<file path="src/rtl/pipe_adder_if.sv">
// pipe_adder_if: operand and result handshake bundle for the pipelined adder.
// The master side offers operands and consumes results; the slave side is the adder.
interface pipe_adder_if #(
  parameter int WIDTH = 32
);
  logic             in_valid;
  logic             in_ready;
  logic [WIDTH-1:0] a;
  logic [WIDTH-1:0] b;
  logic             cin;
  logic             sub;
  logic             out_valid;
  logic             out_ready;
  logic [WIDTH-1:0] sum;
  logic             cout;
  logic             ovf;

  modport master (
    output in_valid, a, b, cin, sub, out_ready,
    input  in_ready, out_valid, sum, cout, ovf
  );

  modport slave (
    input  in_valid, a, b, cin, sub, out_ready,
    output in_ready, out_valid, sum, cout, ovf
  );
endinterface

</file>
<file path="src/rtl/pipe_adder.sv">
// pipe_adder: WIDTH-bit add/subtract resolved SEG bits per pipeline stage.
// Each stage ripples one segment and registers its carry for the next stage.
// The operand-A word doubles as the result word: stage k overwrites segment k
// of it with the partial sum, so finished sum bits and pending A bits travel
// together. The not-yet-used part of B travels in a shrinking skew register.
// WIDTH must be a multiple of SEG. The last stage register is the output.
// A single global advance enable keeps the whole pipe in lockstep: it moves
// whenever the output slot is empty or being drained, otherwise everything holds.
module pipe_adder #(
  parameter int WIDTH = 32,
  parameter int SEG   = 8
) (
  input logic         clk,
  input logic         reset,
  pipe_adder_if.slave bus
);
  localparam int STAGES = WIDTH / SEG;

  logic             adv_s;
  logic             accept_s;
  logic [WIDTH-1:0] beff_s;
  logic             ceff_s;
  logic             last_vld_s;

  // Subtraction is a + ~b + ~cin, so conditioning happens once at the input.
  always_comb begin
    if (bus.sub) begin
      beff_s = ~bus.b;
      ceff_s = ~bus.cin;
    end else begin
      beff_s = bus.b;
      ceff_s = bus.cin;
    end
  end

  // Whole-pipe advance: move when the output is empty or being taken.
  always_comb begin
    adv_s    = !last_vld_s || bus.out_ready;
    accept_s = bus.in_valid && adv_s;
  end

  assign bus.in_ready = adv_s;

  for (genvar k = 0; k < STAGES; k++) begin : g_stage
    localparam int LO = k * SEG;
    localparam int HI = LO + SEG - 1;

    logic             vld_r;
    logic             c_r;
    logic [WIDTH-1:0] acc_r;

    logic             v_in_s;
    logic             c_in_s;
    logic [WIDTH-1:0] acc_in_s;
    logic [SEG-1:0]   bseg_s;
    logic [SEG:0]     seg_s;
    logic [WIDTH-1:0] acc_nxt_s;

    if (k == 0) begin : g_src
      assign v_in_s   = accept_s;
      assign c_in_s   = ceff_s;
      assign acc_in_s = bus.a;
      assign bseg_s   = beff_s[HI:LO];
    end else begin : g_src
      assign v_in_s   = g_stage[k-1].vld_r;
      assign c_in_s   = g_stage[k-1].c_r;
      assign acc_in_s = g_stage[k-1].acc_r;
      assign bseg_s   = g_stage[k-1].g_skew.b_r[HI:LO];
    end

    // Ripple this stage's segment and splice it into the travelling word.
    always_comb begin
      seg_s     = {1'b0, acc_in_s[HI:LO]} + {1'b0, bseg_s} + {{SEG{1'b0}}, c_in_s};
      acc_nxt_s = acc_in_s;
      acc_nxt_s[HI:LO] = seg_s[SEG-1:0];
    end

    // Stage register: valid, partial word and segment carry-out.
    always_ff @(posedge clk or posedge reset) begin
      if (reset) begin
        vld_r <= 1'b0;
        c_r   <= 1'b0;
        acc_r <= {WIDTH{1'b0}};
      end else if (adv_s) begin
        vld_r <= v_in_s;
        c_r   <= seg_s[SEG];
        acc_r <= acc_nxt_s;
      end
    end

    if (k < STAGES - 1) begin : g_skew
      logic [WIDTH-1:HI+1] b_r;
      logic [WIDTH-1:HI+1] b_in_s;

      if (k == 0) begin : g_bsrc
        assign b_in_s = beff_s[WIDTH-1:HI+1];
      end else begin : g_bsrc
        assign b_in_s = g_stage[k-1].g_skew.b_r[WIDTH-1:HI+1];
      end

      // Carry the still-unused upper segments of B alongside the stage.
      always_ff @(posedge clk or posedge reset) begin
        if (reset) begin
          b_r <= {(WIDTH-HI-1){1'b0}};
        end else if (adv_s) begin
          b_r <= b_in_s;
        end
      end
    end

    if (k == STAGES - 1) begin : g_last
      logic ovf_r;
      logic cmsb_s;

      // The carry into the MSB is recovered from the MSB's own sum equation.
      always_comb begin
        cmsb_s = acc_in_s[WIDTH-1] ^ bseg_s[SEG-1] ^ seg_s[SEG-1];
      end

      // Signed overflow: carry into the MSB differs from carry out of it.
      always_ff @(posedge clk or posedge reset) begin
        if (reset) begin
          ovf_r <= 1'b0;
        end else if (adv_s) begin
          ovf_r <= cmsb_s ^ seg_s[SEG];
        end
      end
    end
  end

  assign last_vld_s    = g_stage[STAGES-1].vld_r;
  assign bus.out_valid = last_vld_s;
  assign bus.sum       = g_stage[STAGES-1].acc_r;
  assign bus.cout      = g_stage[STAGES-1].c_r;
  assign bus.ovf       = g_stage[STAGES-1].g_last.ovf_r;

endmodule
</file>
<file path="src/flat_wrapper.sv">
// flat-port wrapper written by rule: the top's interface ports become plain ports
module pipe_adder_flat 
#(
  parameter int WIDTH = 32,
  parameter int SEG   = 8
)
  (clk, reset, bus_in_valid, bus_a, bus_b, bus_cin, bus_sub, bus_out_ready, bus_in_ready, bus_out_valid, bus_sum, bus_cout, bus_ovf);
  pipe_adder_if #(.WIDTH(WIDTH)) bus_i ();
  input logic clk;
  input logic reset;
  input wire logic [$bits(bus_i.in_valid)-1:0] bus_in_valid;
  input wire logic [$bits(bus_i.a)-1:0] bus_a;
  input wire logic [$bits(bus_i.b)-1:0] bus_b;
  input wire logic [$bits(bus_i.cin)-1:0] bus_cin;
  input wire logic [$bits(bus_i.sub)-1:0] bus_sub;
  input wire logic [$bits(bus_i.out_ready)-1:0] bus_out_ready;
  output wire logic [$bits(bus_i.in_ready)-1:0] bus_in_ready;
  output wire logic [$bits(bus_i.out_valid)-1:0] bus_out_valid;
  output wire logic [$bits(bus_i.sum)-1:0] bus_sum;
  output wire logic [$bits(bus_i.cout)-1:0] bus_cout;
  output wire logic [$bits(bus_i.ovf)-1:0] bus_ovf;
  assign bus_i.in_valid = bus_in_valid;
  assign bus_i.a = bus_a;
  assign bus_i.b = bus_b;
  assign bus_i.cin = bus_cin;
  assign bus_i.sub = bus_sub;
  assign bus_i.out_ready = bus_out_ready;
  assign bus_in_ready = bus_i.in_ready;
  assign bus_out_valid = bus_i.out_valid;
  assign bus_sum = bus_i.sum;
  assign bus_cout = bus_i.cout;
  assign bus_ovf = bus_i.ovf;
  pipe_adder #(.WIDTH(WIDTH), .SEG(SEG)) u_core (.clk(clk), .reset(reset), .bus(bus_i));
endmodule
</file>
<file path="config.mk">
export PLATFORM = sky130hd
export DESIGN_NAME = pipe_adder_flat
export DESIGN_NICKNAME = d
export VERILOG_FILES = /design/src/rtl/pipe_adder_if.sv /design/src/rtl/pipe_adder.sv /design/src/flat_wrapper.sv
export SDC_FILE = /design/constraint.sdc
export NUM_CORES = 1
export LEC_CHECK = 0
export BUFFER_PORTS_ARGS = -buffer_cell sky130_fd_sc_hd__buf_2
export CAP_MARGIN = 15
export CORE_MARGIN = 5
export CORE_UTILIZATION = 30
export DETAILED_ROUTE_END_ITERATION = 6
export HOLD_SLACK_MARGIN = 0.05
export PLACE_DENSITY = 0.43
export SLEW_MARGIN = 30
export SYNTH_ARGS = -nofsm -noshare
export SYNTH_HDL_FRONTEND = slang
export SYNTH_SLANG_ARGS = --single-unit
</file>
<file path="constraint.sdc">
create_clock -name clk -period 13.95 [get_ports clk]
set_clock_uncertainty 0.15 [all_clocks]
set_input_delay 2.79 -clock clk [delete_from_list [all_inputs] [get_ports clk]]
set_output_delay 2.79 -clock clk [all_outputs]
set_load 0.01 [all_outputs]
</file>
Yosys cells after proc, flatten, opt, wreduce, memory -nomap -nowiden
Index checks and enable logic that the tools add are counted.
{"block": "totals", "ff_bits": 185, "latchBits": 0, "ram_bits": 0, "mem_bits_ro": 0, "out_inout_bits": 36, "memories": 0}
{"block": "classes", "add_sub_neg": 8, "mul": 0, "n_div": 0, "n_lt_le_gt_ge": 0, "eq_ne": 0, "shift": 0, "mux": 2, "n_bitwise": 5, "reduce_logical": 3}
{"cell": "adder 8 x 8 -> 9 bit", "n": 4}
{"cell": "adder 9 x 1 -> 9 bit", "n": 4}
{"cell": "two-way mux 32 bit", "n": 1}
{"cell": "NOT 32 bit", "n": 1}
{"cell": "bitwise XOR 1 bit", "n": 3}
{"cell": "logical AND 1 bit", "n": 1}
{"cell": "zero test 1 bit", "n": 1}
{"cell": "logical OR 1 bit", "n": 1}
{"cell": "two-way mux 1 bit", "n": 1}
{"cell": "NOT 1 bit", "n": 1}

Longest topological paths before layout
Gate-level depths: netlist (run 1).
{"block": "logic_depth", "ltp_word": 4, "ltp_mapped": 11}

Least setup slack after synthesis (run 1)
No wires, ideal clock.
{"block": "synth_timing", "kind": "input to output", "startpoint": "in bus_out_ready", "endpoint": "out bus_in_ready", "arrival_ns": 3.503, "slack_ns": 7.507, "path_stages": 5, "path_buffers": 3, "path_cell_list": "nor2b_1 -> buf_2 -> inv_2 -> buf_2 -> buf_2"}
{"block": "synth_between", "elab_chain_cells": 1}
{"item": "from (decl)", "line": "flat_wrapper.sv:16", "source": "input wire logic [$bits(bus_i.out_ready)-1:0] bus_out_ready;"}
{"item": "logical OR 1 bit", "line": "pipe_adder.sv:38", "source": "adv_s = !last_vld_s || bus.out_ready;"}
{"item": "to (decl)", "line": "flat_wrapper.sv:17", "source": "output wire logic [$bits(bus_i.in_ready)-1:0] bus_in_ready;"}
Every way passes these cells.

Worst setup path in the final report (run 1)
Same ends and word-level chain as after synthesis.

==> results.md, run 1 <==
* Status: finished, final reports clean
* Maxcap violations at 0
* Final ANT Viol Nets at 0
* Combined area of the multi-input logic cells at 3500 µm²
* Post-CTS Resized at 0
* CP startpoint: bus_out_ready
* TNS Setup at 0 ns
* CTS clk-pin slew, worst paths at 0.07 ns
* # setup viols final at 0
* GRT Total Usage at 12.0%
* Post-Syn Instances at 919
* Startpoint Class: input port
* Starting DRT DRC Count at 412
* Critical path peak fanout at 219
* Initial core utilization at 30.2%
* Critical Path Slowest Stage Cell: buf_12
* Final hold vios at 0
* Layout Area Growth over Synthesis at 18.3%
* Finished Cell Area at 9890 µm²
* RSZ-0062 raised after global routing: false
* DIE HEIGHT at 177 µm
* CORE AREA at 27,600 µm²
* Hold Path Sink: u_core.g_stage[2].vld_r
* Initial antenna violation count at 0
* CTS sink cnt at 185
* Full die area at 31,300 µm²
* Final Max Tran Viols at 0
* CTS tree: yes
* Nets@finish at 1,108
* GP Congestion at 0.719
* Critical Path Sink Type: output port
* Unique cell type count in the Yosys netlist at 44
* R2r endpoint: u_core.bus.cout
* Hold Path Origin: u_core.g_stage[2].vld_r
* # fillers at 2,966
* Share of layout cells above drive strength 1 at 14.5%
* R2R cell count at 5
* H-tree depth at 4
* Overflow after GRT at 0
* Leakage at 4.98 nW
* Hold WC Path Type: flop to flop
* Reg area at 4630 µm²
* I/O Buffers at 105
* PD cells at 229 nW/µm²
* DRT Wirelength at 18.0 mm
* Global-route wire length before repair at 30.7 mm
* Syn_nets at 1,025
* Worst endpoint required time at 11.01 ns
* Avg Inst Size Synth at 9.09 µm²
* Clk_lat worst skew at 0.43 ns
* Vias post-DR at 6,000
* Num CTS Buffers at 17
* WP data arrival at 4.55 ns
* Width of the die at 177 µm
* Ant diodes at 0
* #FFs+latches synth at 185
* Vias in the first global route at 6,095
* Largest net degree at the start of global routing at 220
* CTS Hold Bufs at 0
* CP dominant cell by count: buf_2
* Ys flop type: dfrtp_1
* Placement Setup Slack at 6.42 ns
* R2R Path Start: u_core.bus.out_valid
* Max Root-Sink Buffers at 2
* Minimum clock period at 7.49 ns
* CP Cell Sequence: buf_2 -> nor2b_4 -> buf_12 -> inv_4 -> buf_2
* Via/cell ratio at 4.31
* Crit path kind: input port to output port
* Met2 WL at 8.16 mm
* Placed inst area at 9240 µm²
* Post-Syn Area at 8360 µm²
* Post-synth EDFFs at 0
* Routed metal-1 wire length at 9.07 mm
* DP Wirelength at 11.3 mm
* WHS Path Cells at 2
* Synth warn at 0
* Routed wl met3 at 523 µm
* Final Cycle Share at 53.7%
* Max incr delay on CP at 0.63 ns
* Final worst setup slack at 6.46 ns
* I/O Pins at 106
* F_max at 0.133 GHz
* Register area share after synthesis at 55.4%
* Routed WL per cell at 12.9 µm
* # DRC at 0
* Synth async-reset ratio at 100%
* FF-to-FF setup slack at 11.07 ns
* IR drop worst, VDD at 0.0796 mV
* Top sig layer: met4
* Least-Margin Pin Slew at 0.934 ns
* Site Rows at 61
* CTS root buffer: clkbuf_16
* Final design utilization at 35.8%
* Number of setup buffers added after CTS at 0
* Max transition margin at 37.7%
* Number of iterations in the first detailed-routing pass at 7
## placed cells by master (no fill, tap or decap), types with 4 or more instances in the layout
master,Yosys,routed
a21oi_1,24,24
xnor2_1,30,30
o21ai_1,23,23
clkbuf_16,0,17
xor2_1,22,22
dfrtp_1,185,185
o211ai_1,5,5
buf_2,11,105
ha_1,28,28
bufinv_16,0,5
o21ai_0,19,19
inv_1,12,11
a21o_1,4,4
nor2_1,22,22
a31oi_1,4,4
a211oi_1,5,5
nand2_1,437,437
fa_1,8,8
o31ai_1,5,5
nor3_1,7,7
## synthesized netlist by cell type (8+ instances only)
cell type / n / area, µm²
dfrtp_1: 185 / 4630
nand2_1: 437 / 1640
ha_1: 28 / 350
xor2_1: 22 / 193
fa_1: 8 / 160
inv_1: 12 / 45.0
xnor2_1: 30 / 263
a21oi_1: 24 / 120
o21ai_1: 23 / 115
clkbuf_1: 32 / 120
nor2_1: 22 / 82.6
o21ai_0: 19 / 95.1
buf_2: 11 / 55.1
## sequential cells by signal, indices dropped and copies added (netlist names)
register / count
u_core.g_stage.c_r: 3
u_core.bus.sum: 32
u_core.bus.cout: 1
u_core.g_stage.acc_r: 96
u_core.bus.ovf: 1
u_core.g_stage.vld_r: 3
u_core.bus.out_valid: 1
u_core.g_stage.g_skew.b_r: 48
## worst max path at each step
stage                                 end  slack (ns)  cells past startpoint
after floorplan           u_core.bus.cout        5.98                      1
after global placement       bus_in_ready        6.43                      5
after global routing         bus_in_ready        6.29                      5
after CTS                    bus_in_ready        6.43                      5
final                        bus_in_ready        6.46                      5
after detailed placement     bus_in_ready        6.42                      5
## final cells by class
class | count | share of cell area [%]
Sequential cell | 185 | 46.8
Clock buffer | 18 | 4.34
Tap cell | 378 | 4.78
Multi-Input combinational cell | 676 | 35.4
Inverter | 13 | 0.595
Clock inverter | 13 | 2.19
Timing Repair Buffer | 109 | 5.82
## routing by layer
metal	global-route usage (%)	vias to the layer above
met2	18.7	79
met1	16.8	2803
met3	2.67	17
met5	0	-
met4	3.93	0
li1	-	3101
## kinds of logic (layout without fill, tap and decap cells)
| group | Yosys count | count (layout) | synth area share (%) |
|---|---|---|---|
| buffers and inverters | 58 | 153 | 2.77 |
| and+or+nand+nor | 483 | 483 | 22.4 |
| xor gates and xnor gates | 52 | 52 | 5.45 |
| DFF | 185 | 185 | 55.4 |
| AOI/OAI and AO/OA | 103 | 103 | 7.64 |
| adders and majority gates | 36 | 36 | 6.11 |
| muxes | 2 | 2 | 0.255 |
## report_power, final
group,total [mW],switching (mW),internal [mW]
logic,0.807,0.474,0.333
clock network,0.542,0.221,0.321
registers,0.911,0.135,0.776
## worst max-delay path: cells and delay by family
| kind | cells | cell delay (ns) |
|---|---|---|
| buffers and inverters | 4 | 1.52 |
| AND/OR/NAND/NOR | 1 | 0.12 |
## through the flow
stage          instances  power, mW  hold slack [ns]
3_3_place_gp        1361       1.74            0.293
2_1_floorplan        919       1.51            0.280
5_1_grt             1392       2.47            0.336
6_report            1392       2.26            0.310
3_5_place_dp        1361       1.75            0.299
4_1_cts             1392       2.31            0.315
(Power assumes the default switching activity.)
==> run 2, diff against run 1 <==
==> constraint.sdc (replaced) <==
create_clock -name clk -period 7.3 [get_ports clk]
set_clock_uncertainty 0.15 [all_clocks]
set_input_delay 1.46 -clock clk [delete_from_list [all_inputs] [get_ports clk]]
set_output_delay 1.46 -clock clk [all_outputs]
set_load 0.01 [all_outputs]
==> run 2 against run 1 <==
  * Worst hold slack improved by 0.0025 ns
  * Routed wire length down 0.82%
  * Via count shrank 0.65%
  * Largest cell class unchanged
  * First-iteration DRC count shrank 5.1%
  * Critical path depth is 1 lower
  * Die area unchanged
  * Largest power group unchanged
  * Final cell count hardly changed
  * Clock power is 68% higher
  * Critical path type unchanged
==> results.md, run 2 (same netlist as run 1, synthesis figures left out) <==
* Site Rows at 61
* Hold Path Sink: u_core.bus.sum[0]
* Status: finished, final reports clean
* R2r endpoint: u_core.g_stage[2].c_r
* Placement Setup Slack at 2.57 ns
* Number of setup buffers added after CTS at 0
* Startpoint Class: input port
* DRT Wirelength at 17.9 mm
* Final Instance Count excl. Fillers at 1,393
* Initial antenna violation count at 0
* DP Cell Count at 1,361
* Width of the die at 177 µm
* Initial core utilization at 30.2%
* Post-CTS Resized at 0
* CTS clk-pin slew, worst paths at 0.08 ns
* R2R Path Start: u_core.bus.out_valid
* WP data arrival at 3.05 ns
* Max Root-Sink Buffers at 2
* Share of layout cells above drive strength 1 at 14.7%
* Hold Path Origin: u_core.bus.sum[0]
* Largest net degree at the start of global routing at 129
* Final ANT Viol Nets at 0
* IR drop worst, VDD at 0.156 mV
* GRT Total Usage at 12.0%
* Overflow after GRT at 0
* Minimum clock period at 4.66 ns
* DP Wirelength at 11.5 mm
* DIE HEIGHT at 177 µm
* Leakage at 4.95 nW
* I/O Pins at 106
* Final hold vios at 0
* Least-Margin Pin Slew at 0.877 ns
* Ant diodes at 0
* WHS Path Cells at 2
* Max reg flops at 96
* Routed metal-1 wire length at 8.99 mm
* Maxcap violations at 0
* CTS sink cnt at 185
* CTS Hold Bufs at 0
* F_max at 0.214 GHz
* Routed wl met3 at 630 µm
* Most flop-heavy register: u_core.g_stage.acc_r
* Crit path kind: input port to output port
* Most frequent cells in the layout: 437 x nand2_1, 185 x dfrtp_1, 104 x buf_2, 30 x xnor2_1, 28 x ha_1
* GP Congestion at 0.702
* TNS Setup at 0 ns
* CORE AREA at 27,600 µm²
* Vias in the first global route at 6,008
* Critical Path Sink Type: output port
* Vias post-DR at 5,961
* Worst endpoint required time at 5.69 ns
* # DRC at 0
* Full die area at 31,300 µm²
* CTS tree: yes
* Finished Cell Area at 9820 µm²
* R2R cell count at 6
* Via/cell ratio at 4.28
* Top sig layer: met4
* Number of iterations in the first detailed-routing pass at 4
* FF-to-FF setup slack at 4.16 ns
* Final Max Tran Viols at 0
* RSZ-0062 raised after global routing: false
* Max transition margin at 41.6%
* Layout Area Growth over Synthesis at 17.5%
* Most common cell after layout, fill and taps aside: nand2_1
* Final worst setup slack at 2.64 ns
* Global-route wire length before repair at 30.5 mm
* Final Cycle Share at 63.9%
* Critical path peak fanout at 80
* I/O Buffers at 105
* CTS root buffer: clkbuf_16
* Clk_lat worst skew at 0.43 ns
* Met2 WL at 8.04 mm
* PD cells at 426 nW/µm²
* Num CTS Buffers at 17
* # setup viols final at 0
* Nets@finish at 1,108
* H-tree depth at 4
* Starting DRT DRC Count at 391
* Placed inst area at 9220 µm²
* Routed WL per cell at 12.8 µm
* Hold WC Path Type: flop to flop
-- run 2: worst max-delay path by stage --
stage / from / endpoint / slack [ns]
final: bus_out_ready / bus_in_ready / 2.64
after global routing: bus_out_ready / bus_in_ready / 2.48
after CTS: bus_out_ready / bus_in_ready / 2.57
after detailed placement: bus_out_ready / bus_in_ready / 2.57
after global placement: bus_out_ready / bus_in_ready / 2.57
after floorplan: reset / u_core.bus.cout / 0.66
-- run 2: worst max-delay path, stage by stage --
cell	delay [ns]
buf_2	0.11
nor2b_4	0.65
inv_4	0.50
buf_2	0.30
-- run 2: stage by stage --
step | utilization [%] | hold WS, ns | power [mW]
floorplan | - | 0.280 | 2.89
global placement | 33.4 | 0.293 | 3.33
detailed placement | 33.4 | 0.301 | 3.35
CTS | 35.5 | 0.320 | 4.28
global route | 35.5 | 0.337 | 4.60
finish | 35.5 | 0.312 | 4.18
-- run 2: report_power, final --
part	leakage, nW	switching, mW	total (mW)	internal [mW]
Combinational	2.44	0.904	1.54	0.634
Clock	0.281	0.451	0.909	0.458
Sequential	2.23	0.256	1.74	1.48
-- run 2: routing by layer --
layer	up-vias	track usage [%]
li1	3104	-
met2	73	18.4
met1	2771	17.1
met5	-	0
met4	0	3.13
met3	13	2.82
-- run 2: final cells by class --
type	instances	area, µm²
timing repair buffer	109	562
clock inverter	15	163
tap	378	473
sequential	185	4630
inverter	13	63.8
fill	2960	17800
multi-input combinational	676	3500
clock buffer	17	425
